--- src/rtl/osc_pkg.sv ---
// Shared types and helpers for multi_phase_oscillator (optional feature macro: OSC_POLARITY_EN).
package osc_pkg;

    localparam int OSC_MAX_W  = 32;
    localparam int OSC_MAX_CH = 16;
    localparam int OSC_PHASE_BUS_W = OSC_MAX_CH * OSC_MAX_W;

    typedef enum logic {
        OSC_IDLE,
        OSC_PENDING
    } osc_state_e;

    // Helpers work on a bus widened to the largest supported geometry so that
    // any CNT_W/NUM_CH combination can share them.
    function automatic logic [OSC_MAX_W-1:0] phase_slice(
        input logic [OSC_PHASE_BUS_W-1:0] phases,
        input int                         idx,
        input int                         w
    );
        logic [OSC_MAX_W-1:0] mask;
        mask = (w >= OSC_MAX_W) ? '1 : ((OSC_MAX_W'(1) << w) - OSC_MAX_W'(1));
        return OSC_MAX_W'(phases >> (idx * w)) & mask;
    endfunction

    function automatic logic cfg_invalid(
        input logic [OSC_MAX_W-1:0]       period,
        input logic [OSC_PHASE_BUS_W-1:0] phases,
        input int                         num_ch,
        input int                         w
    );
        logic bad;
        bad = (period < OSC_MAX_W'(2));
        for (int i = 0; i < OSC_MAX_CH; i++) begin
            if (i < num_ch && phase_slice(phases, i, w) >= period) begin
                bad = 1'b1;
            end
        end
        return bad;
    endfunction

endpackage

--- src/rtl/osc_channel.sv ---
// One oscillator channel: phase counter wrapping at the shared period and a registered output.
// Polarity input is tied low by the top unless OSC_POLARITY_EN is defined.
module osc_channel
    import osc_pkg::*;
#(
    parameter int CNT_W = 16
) (
    input  logic             clk,
    input  logic             rst,
    input  logic             en,
    input  logic [CNT_W-1:0] period,
    input  logic [CNT_W-1:0] high,
    input  logic             pol,
    input  logic             load,
    input  logic [CNT_W-1:0] load_val,
    output logic             osc
);

    logic [CNT_W-1:0] cnt_q;
    logic             wrap;

    assign wrap = (cnt_q == period - CNT_W'(1));

    // NOTE: sequential state uses non-blocking assignments only, so every
    // flop samples the pre-edge values regardless of statement order.
    always_ff @(posedge clk or posedge rst) begin
        if (rst) begin
            cnt_q <= '0;
            osc   <= 1'b0;
        end else begin
            osc <= en & ((cnt_q < high) ^ pol);
            if (load) begin
                cnt_q <= load_val;
            end else if (en) begin
                cnt_q <= wrap ? '0 : cnt_q + CNT_W'(1);
            end
        end
    end

endmodule

--- src/rtl/multi_phase_oscillator.sv ---
// NUM_CH square waves sharing period/high time with per-channel phase; config applied at period wrap.
// Define OSC_POLARITY_EN to add the per-channel cfg_pol output inversion.
module multi_phase_oscillator
    import osc_pkg::*;
#(
    parameter int CNT_W      = 16,
    parameter int NUM_CH     = 4,
    parameter int DEF_PERIOD = 4,
    parameter int DEF_HIGH   = 2
) (
    input  logic                    clk,
    input  logic                    rst,
    input  logic                    en,
    input  logic                    cfg_valid,
    output logic                    cfg_ready,
    input  logic [CNT_W-1:0]        cfg_period,
    input  logic [CNT_W-1:0]        cfg_high,
    input  logic [NUM_CH*CNT_W-1:0] cfg_phase,
`ifdef OSC_POLARITY_EN
    input  logic [NUM_CH-1:0]       cfg_pol,
`endif
    output logic                    cfg_err,
    output logic [NUM_CH-1:0]       osc_out,
    output logic                    period_start
);

    osc_state_e state_q, state_d;

    logic [CNT_W-1:0]        per_q, high_q, m_q;
    logic [CNT_W-1:0]        sh_period, sh_high;
    logic [NUM_CH*CNT_W-1:0] sh_phase;
    logic [NUM_CH-1:0]       pol_q;

    logic transfer, reject, accept, apply, m_wrap;

    assign cfg_ready = (state_q == OSC_IDLE);
    assign transfer  = cfg_valid & cfg_ready;
    assign reject    = cfg_invalid(OSC_MAX_W'(cfg_period), OSC_PHASE_BUS_W'(cfg_phase),
                                   NUM_CH, CNT_W);
    assign accept    = transfer & ~reject;
    assign m_wrap    = (m_q == per_q - CNT_W'(1));
    // With en low the counters are frozen, so a pending config can land at once.
    assign apply     = (state_q == OSC_PENDING) & (~en | m_wrap);

    // NOTE: always_comb assigns every output a default first so no path
    // through the case can leave a value held and infer a latch.
    always_comb begin
        state_d = state_q;
        case (state_q)
            OSC_IDLE:    if (accept) state_d = OSC_PENDING;
            OSC_PENDING: if (apply)  state_d = OSC_IDLE;
            default:     state_d = OSC_IDLE;
        endcase
    end

    always_ff @(posedge clk or posedge rst) begin
        if (rst) begin
            state_q      <= OSC_IDLE;
            per_q        <= CNT_W'(DEF_PERIOD);
            high_q       <= CNT_W'(DEF_HIGH);
            m_q          <= '0;
            period_start <= 1'b0;
            cfg_err      <= 1'b0;
        end else begin
            state_q      <= state_d;
            period_start <= en & m_wrap;
            cfg_err      <= transfer & reject;
            if (apply) begin
                per_q  <= sh_period;
                high_q <= sh_high;
                m_q    <= '0;
            end else if (en) begin
                m_q <= m_wrap ? '0 : m_q + CNT_W'(1);
            end
        end
    end

    // NOTE: shadow registers carry no reset; they are only read while PENDING,
    // which is reachable solely through a write, and reset clears PENDING.
    always_ff @(posedge clk) begin
        if (accept) begin
            sh_period <= cfg_period;
            sh_high   <= cfg_high;
            sh_phase  <= cfg_phase;
        end
    end

`ifdef OSC_POLARITY_EN
    logic [NUM_CH-1:0] sh_pol;

    always_ff @(posedge clk) begin
        if (accept) sh_pol <= cfg_pol;
    end

    always_ff @(posedge clk or posedge rst) begin
        if (rst)        pol_q <= '0;
        else if (apply) pol_q <= sh_pol;
    end
`else
    assign pol_q = '0;
`endif

    for (genvar i = 0; i < NUM_CH; i++) begin : g_ch
        logic [CNT_W-1:0] load_val;

        assign load_val = CNT_W'(phase_slice(OSC_PHASE_BUS_W'(sh_phase), i, CNT_W));

        osc_channel #(
            .CNT_W (CNT_W)
        ) u_ch (
            .clk      (clk),
            .rst      (rst),
            .en       (en),
            .period   (per_q),
            .high     (high_q),
            .pol      (pol_q[i]),
            .load     (apply),
            .load_val (load_val),
            .osc      (osc_out[i])
        );
    end

endmodule
--- config.mk ---
export PLATFORM = sky130hd
export DESIGN_NAME = multi_phase_oscillator
export DESIGN_NICKNAME = d
export VERILOG_FILES = /design/src/rtl/osc_pkg.sv /design/src/rtl/osc_channel.sv /design/src/rtl/multi_phase_oscillator.sv
export SDC_FILE = /design/constraint.sdc
export NUM_CORES = 1
export LEC_CHECK = 0
export BUFFER_PORTS_ARGS = -buffer_cell sky130_fd_sc_hd__buf_2
export CELL_PAD_IN_SITES_DETAIL_PLACEMENT = 1
export CELL_PAD_IN_SITES_GLOBAL_PLACEMENT = 1
export CORE_UTILIZATION = 35
export CTS_CLUSTER_SIZE = 40
export DETAILED_ROUTE_END_ITERATION = 8
export PLACE_DENSITY_LB_ADDON = 0.1
export SETUP_SLACK_MARGIN = 0.2
export SLEW_MARGIN = 20
export SYNTH_ARGS = -nofsm -noshare
export SYNTH_HDL_FRONTEND = slang
export SYNTH_SLANG_ARGS = --single-unit
--- constraint.sdc ---
create_clock -name clk -period 3.9 [get_ports clk]
set_input_delay 0.195 -clock clk [delete_from_list [all_inputs] [get_ports clk]]
set_output_delay 0.195 -clock clk [all_outputs]
set_load 0.02 [all_outputs]
==> run summary <==
post-synthesis register bit count -> 215
setup_tns -> 0 ns
critical path endpoint category -> flip-flop
register area -> 5870 sq um
startpoint of the worst hold path -> en
RSZ-0062 raised after global routing -> true
Tot Pwr -> 11.2 mW
root buffer cell -> clkbuf_16
CTS sink count -> 215
Rows -> 72
Power Density -> 631 nW/um^2
Die Ht -> 200 microns
layer with the highest usage -> met2
hold path cells -> 2
Setup Skew -> 0.00772 ns
die width -> 200 microns
top cells by area, synth -> dfrtp_1 21%, edfxtp_1 21%, ha_1 12%
Post-synth EDFFs -> 96
Total GRT Usage -> 0.254
DPL Wire Length -> 36,900 microns
Hold Crit Class -> input pin to flip-flop
switching portion of total power -> 0.395
Clock Power Share -> 0.242
CTS Buf Count -> 26
cell area after synthesis -> 13,700 sq um
CTS Buffer Depth -> 3
Core Area -> 38,600 sq um
pre-CTS setup slack -> -0.0843 ns
Net Switching -> 4.40 mW
DR WL/cell -> 23.8 microns
top cells by count, synth -> 130 x ha_1, 117 x dfrtp_1, 96 x edfxtp_1
antenna viol nets, final -> 0
most common cell in the netlist -> ha_1
Hold Path End -> period_start
worst hold margin -> 0.166 ns
Pint -> 6.75 mW
worst-margin pin slew -> 0.911 ns
critical path data arrival time -> 4.08 ns
largest net degree at the start of global routing -> 65
ys flop type -> dfrtp_1
Data required, critical path -> 4.34 ns
critical path peak fanout -> 8
gpl congestion -> 0.886
htree depth -> 1
Synth async-reset ratio -> 0.553
syn_area_per_cell -> 10.4 sq um
first-pass GRT wire length -> 75,200 microns
slowest stage delay, CP -> 0.60 ns
Seq/Total Area, Yosys -> 0.429
DRT iter0 DRCs -> 723
RR Startpoint -> per_q[2]
DR DRC count -> 0
crit-path cells -> or4_4 > buf_6 > nor4_4 > buf_6 > xnor2_1 > nand4_1 > or4b_4 > o22ai_4 > nand2b_4 > buf_12 > o21ai_0 > a221o_1
Reg clk slew, reported paths -> 0.06 ns
FILL cells -> 4,256
final net count -> 1,804
Startpoint Class -> flip-flop
Mapped Nets -> 1,540
R2R Setup Slk -> 0.26 ns
area added between synthesis and finish -> 29.2%
Layout Utilization -> 0.458
vias in the first global route -> 12,464
leak pwr -> 7.58 nW
placed instance area -> 15,200 sq um
peak supply drop -> 0.381 mV
critical setup path kind -> flip-flop to flip-flop
GR Util met1 -> 0.352
share of total power in combinational logic -> 0.429
final setup fails -> 0
Reg2Reg Depth -> 12
period utilization -> 0.934
# placed instances -> 1,941
die footprint -> 39,900 sq um
Finished Layout Cells -> 2,113
Final WS setup -> 0.256 ns
clk_lat worst skew -> 0.55 ns
post-route cell area -> 17,700 sq um
Slew HR -> 0.388
GR Overflow Total -> 0
share of cells above drive strength 1 -> 0.201
Post-Syn Instances -> 1,310
vias per std cell -> 5.67
min Tclk post-route -> 3.64 ns
largest area contributor in the netlist -> dfrtp_1
via count -> 11,988
Flop pwr share -> 0.329
top-area cell type share of the netlist area -> 0.214
reg-to-reg endpoint -> g_ch[0].u_ch.cnt_q[14]
Critical-path top delay cell -> or4_4
grt met2 use -> 0.415
final hold violations -> 0
Initial Util -> 0.355
CP most frequent cell -> buf_6
IO Count -> 107
IO Port Bufs -> 106
met3 usage -> 0.0287
First-pass DRT Iterations -> 5
initial antenna violation count -> 0
CTS tree -> yes
Multi-input gate area -> 7430 sq um
fmax -> 274 MHz
Total Wirelength -> 50,200 microns
count of pins over their slew limit -> 0
yosys warns -> 0
status -> complete, no violations
Yosys cell types -> 74
max cap viols -> 0
==> layout by cell type (no fill, tap or decap), types with 9 or more instances in the layout <==
cell             n
nor4b_1          9
o211ai_1        14
nor2b_1         11
clkbuf_16       30
nor2_1          45
o21ai_1         20
or3_1           12
nand2b_1        30
inv_1           48
a21o_1          45
o21ai_0         77
mux2_2          12
xor2_1          28
a31oi_1         16
dlygate4sd3_1   98
nand4_1         33
nand2_1         73
and3_1          44
buf_2          106
buf_12          14
a211oi_1        14
nor3b_1         17
xnor2_1         41
nand3_1         35
a22o_1          12
nor4_1          15
buf_4           80
a221o_1         46
ha_1           129
edfxtp_1        96
a21oi_1         47
nor3_1          32
dfrtp_1        114
==> logic make-up (layout without fill, tap and decap cells) <==
group | Yosys count | in the layout | share of synthesized area
buffers and inverters | 123 | 406 | 0.0421
DFF | 215 | 215 | 0.429
AOI/OAI and AO/OA | 348 | 348 | 0.178
other | 0 | 1 | 0
muxes | 14 | 14 | 0.0113
adders and majority gates | 130 | 130 | 0.119
xor gates and xnor gates | 79 | 79 | 0.0557
and+or+nand+nor | 401 | 402 | 0.165
==> repair_timing <==
action,in CTS,in global routing
cloned,3,3
setup buffers,6,13
hold buffers,98,0
pin swaps,6,14
gates resized for setup,18,22
hold endpoints to repair,159,0
setup endpoints to repair,68,75
==> worst max path at each step <==
stage	endpoint	startpoint	slack [ns]
3_3_place_gp	g_ch[3].u_ch.cnt_q[13]	per_q[0]	-0.08
2_1_floorplan	g_ch[3].u_ch.cnt_q[10]	per_q[0]	0.40
6_report	g_ch[0].u_ch.cnt_q[14]	per_q[2]	0.26
5_1_grt	g_ch[0].u_ch.cnt_q[14]	per_q[0]	0.16
4_1_cts	g_ch[3].u_ch.cnt_q[12]	per_q[0]	0.20
3_5_place_dp	g_ch[3].u_ch.cnt_q[12]	per_q[0]	-0.08
==> registers in the layout, indices dropped and copies added, names as in the netlist <==
register and count:
state_q 1, g_ch.u_ch.cnt_q 64, sh_period 16, sh_phase 64
period_start 1, per_q 16, m_q 16, cfg_err 1
high_q 16, g_ch.u_ch.osc 4, sh_high 16
==> layer usage <==
metal	vias to the layer above	wire, microns
li1	5538	-
met1	6105	23400
met2	274	23400
met3	71	2090
met4	0	1340
met5	-	0
==> worst max-delay path: cells and delay by family (launching register included) <==
family / cells / cell delay (ns)
simple gates: 5 / 1.74
compound gates: 3 / 0.70
flops: 1 / 0.49
buf+inv: 3 / 0.45
xor+xnor: 1 / 0.13
==> layout make-up <==
type | instances | share of cell area
timing repair buffer | 308 | 0.146
inverter | 50 | 0.0108
tap | 518 | 0.0367
clock inverter | 18 | 0.0142
sequential | 215 | 0.332
antenna | 1 | 0.000142
multi-input combinational | 973 | 0.420
clock buffer | 30 | 0.0394
==> power by group through the flow <==
| stage | logic [mW] | registers (mW) | clock network, mW |
|---|---|---|---|
| 3_5_place_dp | 4.33 | 3.66 | 0 |
| 3_3_place_gp | 4.23 | 3.65 | 0 |
| 4_1_cts | 4.57 | 3.66 | 2.76 |
| 2_1_floorplan | 3.11 | 3.21 | 0 |
| 6_report | 4.78 | 3.67 | 2.70 |
| 5_1_grt | 5.23 | 3.72 | 2.84 |
Note: power is estimated with default switching activity, not from simulation.
